`config.mk`:
```
export PLATFORM = sky130hd
export DESIGN_NAME = m_fetch_queue
export DESIGN_NICKNAME = d
export VERILOG_FILES = /design/src/rtl/m_fetch_queue_pkg.sv /design/src/rtl/m_fetch_fifo.sv /design/src/rtl/m_fetch_queue.sv
export SDC_FILE = /design/constraint.sdc
export NUM_CORES = 1
export LEC_CHECK = 0
export BUFFER_PORTS_ARGS = -buffer_cell sky130_fd_sc_hd__buf_4
export CAP_MARGIN = 20
export CORE_MARGIN = 5
export CORE_UTILIZATION = 64
export CTS_BUF_LIST = sky130_fd_sc_hd__clkbuf_16
export CTS_CLUSTER_DIAMETER = 40
export DETAILED_ROUTE_END_ITERATION = 8
export PLACE_DENSITY = 0.85
export SYNTH_ARGS = -nofsm -noshare
export SYNTH_HDL_FRONTEND = slang
export SYNTH_HIERARCHICAL = 1
export SYNTH_SLANG_ARGS = --single-unit
```
`constraint.sdc`:
```
create_clock -name clk -period 6.3 [get_ports clk]
set_input_delay 0.63 -clock clk [delete_from_list [all_inputs] [get_ports clk]]
set_output_delay 0.63 -clock clk [all_outputs]
set_load 0.01 [all_outputs]
```
`src/rtl/m_fetch_queue_pkg.sv`:
```
// Shared fetch/decode definitions: halt word, opcode fields, queue entry payload.
package m_fetch_queue_pkg;

  localparam logic [31:0] HALT_INSTR = 32'h000f0033;

  // Major opcode field (instr[6:2]) values shared with decode/execute
  localparam logic [4:0] OP_LOAD   = 5'b00000;
  localparam logic [4:0] OP_OP_IMM = 5'b00100;
  localparam logic [4:0] OP_AUIPC  = 5'b00101;
  localparam logic [4:0] OP_STORE  = 5'b01000;
  localparam logic [4:0] OP_OP     = 5'b01100;
  localparam logic [4:0] OP_LUI    = 5'b01101;
  localparam logic [4:0] OP_BRANCH = 5'b11000;
  localparam logic [4:0] OP_JALR   = 5'b11001;
  localparam logic [4:0] OP_JAL    = 5'b11011;
  localparam logic [4:0] OP_SYSTEM = 5'b11100;

  typedef struct packed {
    logic [31:0] pc;
    logic [31:0] instr;
  } fetch_entry_t;

endpackage

```
`src/rtl/m_fetch_fifo.sv`:
```
// Circular buffer of fetch entries with a registered head view and flush.
module m_fetch_fifo
  import m_fetch_queue_pkg::*;
#(
  parameter int unsigned DEPTH = 4
) (
  input  logic                     clk,
  input  logic                     rst,
  input  logic                     wr_en,
  input  fetch_entry_t             wr_data,
  input  logic                     rd_en,
  input  logic                     flush,
  output logic [$clog2(DEPTH):0]   count,
  output logic                     out_valid,
  output fetch_entry_t             out_data
);

  localparam int unsigned PW = $clog2(DEPTH);
  localparam int unsigned CW = PW + 1;

  fetch_entry_t          mem [DEPTH];
  logic [PW-1:0]         wr_ptr;
  logic [PW-1:0]         rd_ptr;
  logic [PW-1:0]         wr_ptr_nxt;
  logic [PW-1:0]         rd_ptr_nxt;
  logic [CW-1:0]         count_nxt;
  fetch_entry_t          head_nxt;

  // Next pointers/count and the entry that will sit at the head after this edge
  always_comb begin
    wr_ptr_nxt = wr_ptr;
    rd_ptr_nxt = rd_ptr;
    count_nxt  = count;
    if (flush) begin
      wr_ptr_nxt = '0;
      rd_ptr_nxt = '0;
      count_nxt  = '0;
    end else begin
      if (wr_en) wr_ptr_nxt = wr_ptr + PW'(1);
      if (rd_en) rd_ptr_nxt = rd_ptr + PW'(1);
      count_nxt = count + CW'(wr_en) - CW'(rd_en);
    end
    // A write landing on the new head slot bypasses the array
    head_nxt = (wr_en && !flush && (wr_ptr == rd_ptr_nxt)) ? wr_data : mem[rd_ptr_nxt];
  end

  // Storage array; contents are don't-care until written
  always_ff @(posedge clk) begin
    if (wr_en && !flush) mem[wr_ptr] <= wr_data;
  end

  // Pointers, occupancy and registered head; head data holds while empty
  always_ff @(posedge clk or posedge rst) begin
    if (rst) begin
      wr_ptr    <= '0;
      rd_ptr    <= '0;
      count     <= '0;
      out_valid <= 1'b0;
      out_data  <= '0;
    end else begin
      wr_ptr    <= wr_ptr_nxt;
      rd_ptr    <= rd_ptr_nxt;
      count     <= count_nxt;
      out_valid <= (count_nxt != '0);
      if (count_nxt != '0) out_data <= head_nxt;
    end
  end

endmodule

```
`src/rtl/m_fetch_queue.sv`:
```
// Instruction prefetch queue: sequential imem reads, credit-limited buffering, redirect and halt.
module m_fetch_queue #(
  parameter int unsigned DEPTH      = 4,
  parameter int unsigned AW         = 12,
  parameter logic [31:0] HALT_INSTR = m_fetch_queue_pkg::HALT_INSTR
) (
  input  logic          clk,
  input  logic          rst,
  input  logic          ce,
  input  logic          redirect,
  input  logic [31:0]   redirect_pc,
  output logic [AW-1:0] imem_addr,
  output logic          imem_en,
  input  logic [31:0]   imem_data,
  output logic          out_valid,
  output logic [31:0]   out_pc,
  output logic [31:0]   out_instr,
  input  logic          out_ready,
  output logic          halted
);

  import m_fetch_queue_pkg::*;

  localparam int unsigned CW = $clog2(DEPTH) + 1;
  localparam int unsigned IW = CW + 1;

  logic [31:0]   fetch_pc;
  logic [31:0]   pend_pc;
  logic          pending;
  logic [CW-1:0] count;
  logic [IW-1:0] inflight_c;
  logic          deq_c;
  logic          enq_c;
  fetch_entry_t  wr_data_c;
  fetch_entry_t  head;

  // Credit check: entries held plus the one in flight, less the one leaving now
  always_comb begin
    deq_c      = out_valid & out_ready;
    inflight_c = {1'b0, count} + IW'(pending) - IW'(deq_c);
    imem_en    = ce & ~rst & ~redirect & ~halted & (inflight_c < IW'(DEPTH));
    enq_c      = ce & pending & ~redirect & ~halted;
    wr_data_c  = '{pc: pend_pc, instr: imem_data};
    imem_addr  = fetch_pc[AW+1:2];
    out_pc     = head.pc;
    out_instr  = head.instr;
  end

  // Fetch PC, outstanding-read tracking and halt latch
  always_ff @(posedge clk or posedge rst) begin
    if (rst) begin
      fetch_pc <= '0;
      pend_pc  <= '0;
      pending  <= 1'b0;
      halted   <= 1'b0;
    end else if (ce) begin
      if (redirect) begin
        fetch_pc <= redirect_pc & 32'hffff_fffc;
        pending  <= 1'b0;
        halted   <= 1'b0;
      end else begin
        pending <= imem_en;
        if (imem_en) begin
          fetch_pc <= fetch_pc + 32'd4;
          pend_pc  <= fetch_pc;
        end
        if (enq_c && (imem_data == HALT_INSTR)) halted <= 1'b1;
      end
    end
  end

  m_fetch_fifo #(
    .DEPTH (DEPTH)
  ) u_fifo (
    .clk       (clk),
    .rst       (rst),
    .wr_en     (enq_c),
    .wr_data   (wr_data_c),
    .rd_en     (ce & deq_c),
    .flush     (ce & redirect),
    .count     (count),
    .out_valid (out_valid),
    .out_data  (head)
  );

endmodule
```
==> impl_metrics.yaml, run 1 <==
clock_tree:
  cts_setup_buffers: 0
  clock_latency_ns: 0.53
  clkTransAtPathRegs_ns: 0.06
  post_cts_resized: 0
  clockBufferDepth: 3
  cts_max_level: 2
  cts_tree: "yes"
  cts_made_buffers: 43
  cts_hold_buf: 0
  root_buffer: "clkbuf_16"
  cts.sinks: 390
worst_setup_path:
  endpoint: "u_fifo/out_data[30]"
  r2r_cells: 13
  crit_start: "halted"
  worst_ep_required_time_ns: 6.74
  critPathMaxFanout: 86
  r2r_slack_ns: 2.13
  cp-start-kind: "flip-flop"
  path_class: "flip-flop to flip-flop"
  r2r-end: "u_fifo/out_data[30]"
  arrival_ns: 4.61
  worstSetupEndpointType: "flip-flop"
  reg2reg_from: "halted"
synthesis:
  yosysTopAreaCellShare: 0.463
  synth_area_per_cell_sq_um: 12.8
  async_reset_ff_frac: 0.344
  yosys-top-cells-count: "256 x edfxtp_1, 209 x nand2_1, 134 x dfrtp_1"
  ys_types: 67
  synthCells: 1299
  synth-edff-count: 256
  ys_warn_count: 6
  synth_top_area_cell: "edfxtp_1"
  synth_most_common_cell: "edfxtp_1"
  ys_seq_elements: 390
  ys.flop_type: "edfxtp_1"
  synth.yosys.seq_area_share: 0.665
  synth_area_leaders: "edfxtp_1 46%, dfrtp_1 20%, nand2_1 4.7%"
  syn_area_sq_um: 16600
grt:
  track_usage: 0.256
  grt_pass1_wl_mm: 59.3
  gr-total-overflow: 0
  grt_max_degree: 107
  grt_pass1_vias: 11304
  antenna_found_initial: 0
timing:
  finalClockSkew_ns: 0.0104
  min_period_ns: 4.17
  setup_viol: 0
  timing_worst_slew_pin_value_ns: 1.09
  rsz0062_at_grt: "false"
  max_freq_mhz: 240
  setup_tns_ns: 0
  slew_viol_final: 0
  post-route-period-util: 0.662
  hold_viol_final: 0
  slew_headroom: 0.272
power_and_ir_drop:
  total_leakage_power_nw: 7.04
  fin_total_pwr_w: 0.00890
  irDropWorstVdd_v: 0.000415
  power_density_nw_per_um2: 463
floorplanning:
  core.rowCount: 59
  core_area_sq_um: 25800
  dieWidth_um: 171
  die_h_um: 171
  num_io_pins: 148
  start_util: 0.643
  dieArea_sq_um: 29300
flow_run:
  maxCapViolCount: 0
run_status:
  status: "finished clean"
drt:
  ant_nets: 0
  first_pass_iters: 5
  wl_per_cell_um: 21.3
  routed_wl_mm: 37.9
  post-route-drc-count: 0
  first_iter_violations: 951
  vias_per_cell: 6.23
  via_count: 11108
final_layout:
  drive_above_1_share: 0.210
  synthToLayoutAreaGrowth_pct: 15.7
  diodes: 0
  final_cell_area_sq_um: 19200
  fin_nets: 1493
  nFillCells: 1569
min_path:
  min_path_type: "primary input to asynchronous set/reset pin"
placed_design:
  dpl-instance-area_sq_um: 17700
  port_buffers: 145
  place_congestion: 0.829
  hpwl_mm: 21.5
## worst min path at each step
stage | endpoint | slack [ns] | start | depth (start not counted)
floorplan | pending | 0.47 | pending | 1
global route | u_fifo/count[0] | 0.25 | rst | 3
detailed placement | pending | 0.49 | pending | 1
CTS | u_fifo/mem[0][3] | 0.29 | imem_data[3] | 1
global placement | pending | 0.48 | pending | 1
finish | u_fifo/count[0] | 0.22 | rst | 3
## worst max-delay path: stages (launching register included)
cell and delay [ns]:
dfrtp_1 0.52, nor3_1 0.58, inv_1 0.10, ha_1 0.31, inv_1 0.06, ha_1 0.13, inv_1 0.05, fa_1 0.38
xnor3_1 0.21, nor2_1 0.13, or3_4 0.76, buf_4 0.54, nor2_1 0.07, a31oi_1 0.19
## metal layers
| metal | global-route usage | up-vias | wire [um] |
|---|---|---|---|
| met1 | 0.350 | 5532 | 15500 |
| met2 | 0.426 | 474 | 18800 |
| li1 | - | 5026 | - |
| met5 | 0 | - | 0 |
| met4 | 0.0909 | 0 | 1030 |
| met3 | 0.0402 | 76 | 2540 |
## cells by family after synthesis
logic type / share of synthesized area
simple gates: 0.121
flops: 0.665
compound gates: 0.0939
buf+inv: 0.0422
mux: 0.0649
fa+ha+maj: 0.00874
xor+xnor: 0.00392
other cells: 0.000226
## cells in the final DEF, fill, tap and decap left out, drive strengths merged, types with 16 or more instances in the layout
cell type  instances
clkinv            16
nand3             75
edfxtp           256
nor2              88
inv               25
o21ai             33
a21oi             23
clkbuf            45
mux2              93
dfrtp            134
nand2            210
o211ai            64
buf              161
a31oi             70
## per-stage QoR
| stage | hold slack, ns | util | worst slack (ns) | cells |
|---|---|---|---|---|
| after global placement | 0.482 | 0.684 | 1.94 | 1700 |
| final | 0.219 | 0.743 | 2.13 | 1782 |
| after floorplan | 0.468 | - | 2.52 | 1308 |
| after detailed placement | 0.486 | 0.685 | 1.82 | 1701 |
| after CTS | 0.293 | 0.742 | 2.21 | 1780 |
| after global routing | 0.249 | 0.743 | 1.85 | 1782 |
## power breakdown
part | internal [W] | switching (W)
clock | 0.00151 | 0.00102
sequential | 0.00329 | 0.000474
combinational | 0.00110 | 0.00151
## flip-flops by register name, indices dropped and copies added, names as in the netlist
register / count
u_fifo/mem: 256
u_fifo/out_data: 64
fetch_pc: 30
pend_pc: 30
u_fifo/count: 3
u_fifo/rd_ptr: 2
u_fifo/wr_ptr: 2
halted: 1
pending: 1
u_fifo/out_valid: 1
## cell type report
cell class | count | area, sq um | area share
Tap cell | 335 | 419 | 0.0218
Timing Repair Buffer | 161 | 1270 | 0.0659
Clock inverter | 34 | 334 | 0.0174
Multi-Input combinational cell | 799 | 4950 | 0.258
Sequential cell | 390 | 11000 | 0.575
Clock buffer | 45 | 1130 | 0.0586
Inverter | 18 | 68.8 | 0.00358
Power figures use the tool's default switching activity.
==> inputs of run 2 (changes only) <==
ABC_AREA = 1   (was default)
CORE_UTILIZATION = 60   (was 64)
PLACE_DENSITY = 0.8   (was 0.85)
clock period = 4.2 ns   (was 6.3 ns; I/O delays follow)
==> impl_metrics.yaml, run 2 <==
clock_tree:
  cts_made_buffers: 48
  root_buffer: "clkbuf_16"
  cts_tree: "yes"
  cts_hold_buf: 1
  cts_max_level: 2
  clockBufferDepth: 3
  post_cts_resized: 0
  clock_latency_ns: 0.54
  clkTransAtPathRegs_ns: 0.06
  cts_setup_buffers: 0
  cts.sinks: 390
floorplanning:
  core.rowCount: 63
  start_util: 0.608
  dieWidth_um: 184
  dieArea_sq_um: 33700
  num_io_pins: 148
  core_area_sq_um: 29700
  die_h_um: 184
final_layout:
  instances_no_fill: 2422
  regArea_sq_um: 11000
  largest_reg_flops: 256
  largest_register: "u_fifo/mem"
  nFillCells: 2136
  multi_input_area_sq_um: 5840
  largestRegisters: "u_fifo/mem: 256 flops, u_fifo/out_data: 64 flops"
  final_cell_area_sq_um: 20900
  fin_nets: 2074
  diodes: 0
  final_cell_mix: "625 x nand2_1, 293 x nand3_1, 256 x edfxtp_1, 171 x buf_4, 137 x inv_1"
  drive_above_1_share: 0.150
  synthToLayoutAreaGrowth_pct: 15.3
  final_common_cell: "nand2_1"
synthesis:
  synth_area_per_cell_sq_um: 9.56
  ys_warn_count: 6
  ys_seq_elements: 390
  ys_types: 32
  synth_top_area_cell: "edfxtp_1"
  yosys-top-cells-count: "627 x nand2_1, 293 x nand3_1, 256 x edfxtp_1"
  synth_area_leaders: "edfxtp_1 43%, dfrtp_1 19%, nand2_1 13%"
  syn_area_sq_um: 18100
  synth.yosys.seq_area_share: 0.611
  async_reset_ff_frac: 0.344
  synth_most_common_cell: "nand2_1"
  synthCells: 1892
  ys.flop_type: "edfxtp_1"
  yosysTopAreaCellShare: 0.425
  synth-edff-count: 256
grt:
  gr-total-overflow: 0
  track_usage: 0.259
  grt_pass1_vias: 13923
  antenna_found_initial: 0
  grt_pass1_wl_mm: 70.9
  grt_max_degree: 107
power_and_ir_drop:
  total_leakage_power_nw: 9.07
  fin_total_pwr_w: 0.0136
  power_density_nw_per_um2: 651
  irDropWorstVdd_v: 0.000383
timing:
  max_freq_mhz: 294
  fin_ws_ns: 0.800
  slew_headroom: 0.297
  rsz0062_at_grt: "false"
  setup_viol: 0
  hold_viol_final: 0
  timing_worst_slew_pin_value_ns: 1.05
  finalClockSkew_ns: 0.0132
  setup_tns_ns: 0
  slew_viol_final: 0
  post-route-period-util: 0.809
  min_period_ns: 3.40
placed_design:
  port_buffers: 145
  pre_cts_slack_ns: 0.703
  place_congestion: 0.901
  dpl-instance-area_sq_um: 19300
  hpwl_mm: 25.1
  dp_cells: 2332
run_status:
  status: "finished clean"
worst_setup_path:
  r2r-end: "u_fifo/out_data[56]"
  worstSetupEndpointType: "flip-flop"
  worst_ep_required_time_ns: 4.67
  crit_start: "u_fifo/out_valid"
  cp-start-kind: "flip-flop"
  endpoint: "u_fifo/out_data[56]"
  cp_slowest_cell: "buf_4"
  critPathMaxFanout: 75
  reg2reg_from: "u_fifo/out_valid"
  cpMostUsedCell: "nand2_1"
  arrival_ns: 3.87
  worstPathCellList: "nand2_1 > nor2_1 > nand2_4 > nand3_4 > buf_4 > buf_4 > nand2_1 > nand3_1 > nand2_1 > nand2_1 > nand3_1 > nand2_1"
  critical_path.max_stage_delay_ns: 0.68
  path_class: "flip-flop to flip-flop"
  r2r_cells: 12
  r2r_slack_ns: 0.80
drt:
  vias_per_cell: 5.84
  ant_nets: 0
  wl_per_cell_um: 18.1
  routed_wl_mm: 44.0
  post-route-drc-count: 0
  first_iter_violations: 1502
  via_count: 14151
  first_pass_iters: 7
flow_run:
  maxCapViolCount: 0
min_path:
  min_path_type: "primary input to flip-flop"
## run 2: changes by cell type in the layout (fill, tap and decap cells not counted), sizes merged, moves of 7 or more
cell	before	now
mux2	93	0
inv	25	148
nand3	75	315
nand2	210	632
o21ai	33	52
o22a	7	0
nor2	88	69
nor3	10	3
a21oi	23	2
and4	7	0
o211ai	64	0
nand4	8	133
a31oi	70	5
buf	161	177
## run 2: layout make-up
type                            count  area share
Clock inverter                     39      0.0161
Clock buffer                       49      0.0588
Multi-Input combinational cell   1243       0.280
Inverter                          133      0.0240
Timing Repair Buffer              178      0.0682
Tap cell                          390      0.0234
Sequential cell                   390       0.529
## run 2: worst min-delay path by stage
stage | startpoint | end | cells after the start
after floorplan | pend_pc[2] | u_fifo/mem[0][34] | 0
after global placement | u_fifo/out_data[6] | u_fifo/out_data[6] | 2
after detailed placement | u_fifo/out_data[57] | u_fifo/out_data[57] | 2
after CTS | imem_data[28] | u_fifo/mem[0][28] | 1
after global routing | imem_data[7] | u_fifo/mem[2][7] | 1
final | imem_data[3] | u_fifo/mem[0][3] | 1
## run 2: per-layer routing
metal,track usage,vias to the layer above,part of all wire
li1,-,6611,-
met1,0.348,6683,0.40
met2,0.431,744,0.49
met3,0.0364,113,0.081
met4,0.101,0,0.031
met5,0,-,0
## run 2: worst max-delay path: cells and delay by family, from the launching register on
kind / cells / cell delay [ns]
buf+inv: 2 / 1.34
flops: 1 / 0.41
simple gates: 10 / 1.56
## run 2: power breakdown
group,switching [W],leakage [nW],internal [W]
sequential,0.000632,3.99,0.00490
clock,0.00158,0.790,0.00239
combinational,0.00262,4.29,0.00146
total,0.00483,9.07,0.00875
## run 2: logic make-up after synthesis
kind of cell	count (synthesis)	synth area share
fa+ha+maj	11	0.00803
buf+inv	268	0.0713
simple gates	1160	0.290
other cells	1	0.000207
flops	390	0.611
compound gates	59	0.0179
xor+xnor	3	0.00145
## run 2: metrics by stage
stage,utilization,hold WS (ns)
finish,0.702,0.101
global route,0.702,0.0914
CTS,0.701,0.0886
detailed placement,0.648,0.466
global placement,0.648,0.463
floorplan,-,0.496
==> inputs of run 3 (changes only) <==
CORE_UTILIZATION = 54   (was 60)
PLACE_DENSITY = 0.76   (was 0.8)
clock period = 3.11 ns   (was 4.2 ns; I/O delays follow)
==> impl_metrics.yaml, run 3 (synthesized netlist as in run 2, its figures left out) <==
timing:
  hold_viol_final: 0
  whs_ns: 0.0543
  setup_viol: 0
  fin_ws_ns: 0.165
  timing_worst_slew_pin_value_ns: 0.952
  slew_viol_final: 0
  rsz0062_at_grt: "false"
  slew_headroom: 0.364
  max_freq_mhz: 340
  post-route-period-util: 0.947
  min_period_ns: 2.95
  finalClockSkew_ns: 0.0210
clock_tree:
  cts_tree: "yes"
  clkTransAtPathRegs_ns: 0.06
  cts.sinks: 390
  cts_max_level: 2
  clockBufferDepth: 3
  clock_latency_ns: 0.56
  root_buffer: "clkbuf_16"
  cts_made_buffers: 48
grt:
  grt_pass1_wl_mm: 71.5
  antenna_found_initial: 0
  grt_max_degree: 94
  gr-total-overflow: 0
  grt_pass1_vias: 13893
  track_usage: 0.239
placed_design:
  hpwl_mm: 26.7
  port_buffers: 145
  place_congestion: 0.847
  pre_cts_slack_ns: 0.187
  dpl-instance-area_sq_um: 19500
floorplanning:
  dieWidth_um: 193
  dieArea_sq_um: 37200
  core_area_sq_um: 33300
  num_io_pins: 148
  start_util: 0.543
  core.rowCount: 67
  die_h_um: 193
power_and_ir_drop:
  irDropWorstVdd_v: 0.000792
  p_comb_frac: 0.301
  intPower_w: 0.0121
  p_clk_frac: 0.299
  power_density_nw_per_um2: 869
  seq_power_share: 0.400
  p_switching_w: 0.00665
  switching_share: 0.355
  total_leakage_power_nw: 9.30
final_layout:
  fin_nets: 2121
  synthToLayoutAreaGrowth_pct: 19.1
  fin_util: 0.647
  largest_reg_flops: 256
  drive_above_1_share: 0.155
  multi_input_area_sq_um: 5850
  regArea_sq_um: 11000
  diodes: 0
  largestRegisters: "u_fifo/mem: 256 flops, u_fifo/out_data: 64 flops"
  final_common_cell: "nand2_1"
  final_cell_area_sq_um: 21500
  final_cell_mix: "625 x nand2_1, 293 x nand3_1, 256 x edfxtp_1, 178 x buf_4, 134 x dfrtp_1"
  largest_register: "u_fifo/mem"
  nFillCells: 2603
drt:
  ant_nets: 0
  post-route-drc-count: 0
  first_pass_iters: 7
  first_iter_violations: 1211
  via_count: 14153
  routed_wl_mm: 44.9
  wl_per_cell_um: 17.7
  vias_per_cell: 5.60
min_path:
  hp-start: "redirect_pc[28]"
  whs_endpoint: "fetch_pc[28]"
  holdPathStages: 5
  min_path_type: "primary input to flip-flop"
worst_setup_path:
  reg2reg_from: "halted"
  worst_ep_required_time_ns: 3.59
  cp-start-kind: "flip-flop"
  critical_path.max_stage_delay_ns: 0.38
  arrival_ns: 3.42
  worstPathCellList: "or2_1 > nor3_1 > inv_1 > ha_1 > inv_1 > ha_1 > inv_1 > fa_1 > inv_1 > or2_1 > nand3_1 > nand2_2 > buf_4 > nand3_1 > nand2_1"
  critPathMaxFanout: 21
  cp_slowest_cell: "dfrtp_1"
  r2r_slack_ns: 0.16
  cpMostUsedCell: "inv_1"
  r2r_cells: 15
  r2r-end: "u_fifo/out_data[62]"
  worstSetupEndpointType: "flip-flop"
  path_class: "flip-flop to flip-flop"
flow_run:
  maxCapViolCount: 0
run_status:
  status: "finished clean"
[run 3: metal layers]
layer | vias up | GRT usage | share of wire
li1 | 6703 | - | -
met1 | 6711 | 0.321 | 0.41
met2 | 633 | 0.405 | 0.49
met3 | 106 | 0.0375 | 0.080
met4 | 0 | 0.0749 | 0.022
met5 | - | 0 | 0
[run 3: per-stage QoR]
step           setup TNS [ns]  power, W  std cells
6_report                    0    0.0187       2529
5_1_grt                     0    0.0199       2529
4_1_cts                     0    0.0188       2524
3_5_place_dp                0    0.0131       2400
3_3_place_gp                0    0.0129       2400
2_1_floorplan          -60.76    0.0110       1901
[run 3: worst max-delay path: cells and delay by family, from the launching register on]
kind,cells,cell delay [ns]
and+or+nand+nor,7,1.11
adders and majority gates,3,0.82
buffers and inverters,5,0.56
DFF,1,0.38
[run 3: power by group through the flow]
stage / clock (W) / sequential [W] / combinational (W)
6_report: 0.00560 / 0.00749 / 0.00563
5_1_grt: 0.00592 / 0.00760 / 0.00635
2_1_floorplan: 0 / 0.00749 / 0.00353
3_3_place_gp: 0 / 0.00755 / 0.00536
4_1_cts: 0.00567 / 0.00748 / 0.00562
3_5_place_dp: 0 / 0.00757 / 0.00553
[run 3: worst max-delay path by stage]
stage | start | to | slack [ns] | cells past startpoint
6_report | halted | u_fifo/out_data[62] | 0.16 | 15
5_1_grt | halted | u_fifo/out_data[50] | 0.03 | 15
4_1_cts | u_fifo/out_valid | imem_en | 0.07 | 14
3_5_place_dp | redirect | u_fifo/out_data[60] | 0.19 | 16
3_3_place_gp | redirect | u_fifo/out_data[62] | 0.20 | 16
2_1_floorplan | halted | u_fifo/mem[0][0] | -0.24 | 4
[run 3: what timing repair did]
action,CTS,global route
endpoints found under the hold margin,172,0
endpoints found under the setup margin,1,1
buffers inserted,0,5
pin swaps,0,1
resized for setup,1,1
hold buffers,34,0
[run 3: cell type report]
type	count	area share
Timing Repair Buffer	225	0.0900
Clock inverter	41	0.0191
Sequential cell	390	0.513
Multi-Input combinational cell	1243	0.272
Clock buffer	49	0.0570
Tap cell	448	0.0260
Inverter	133	0.0233
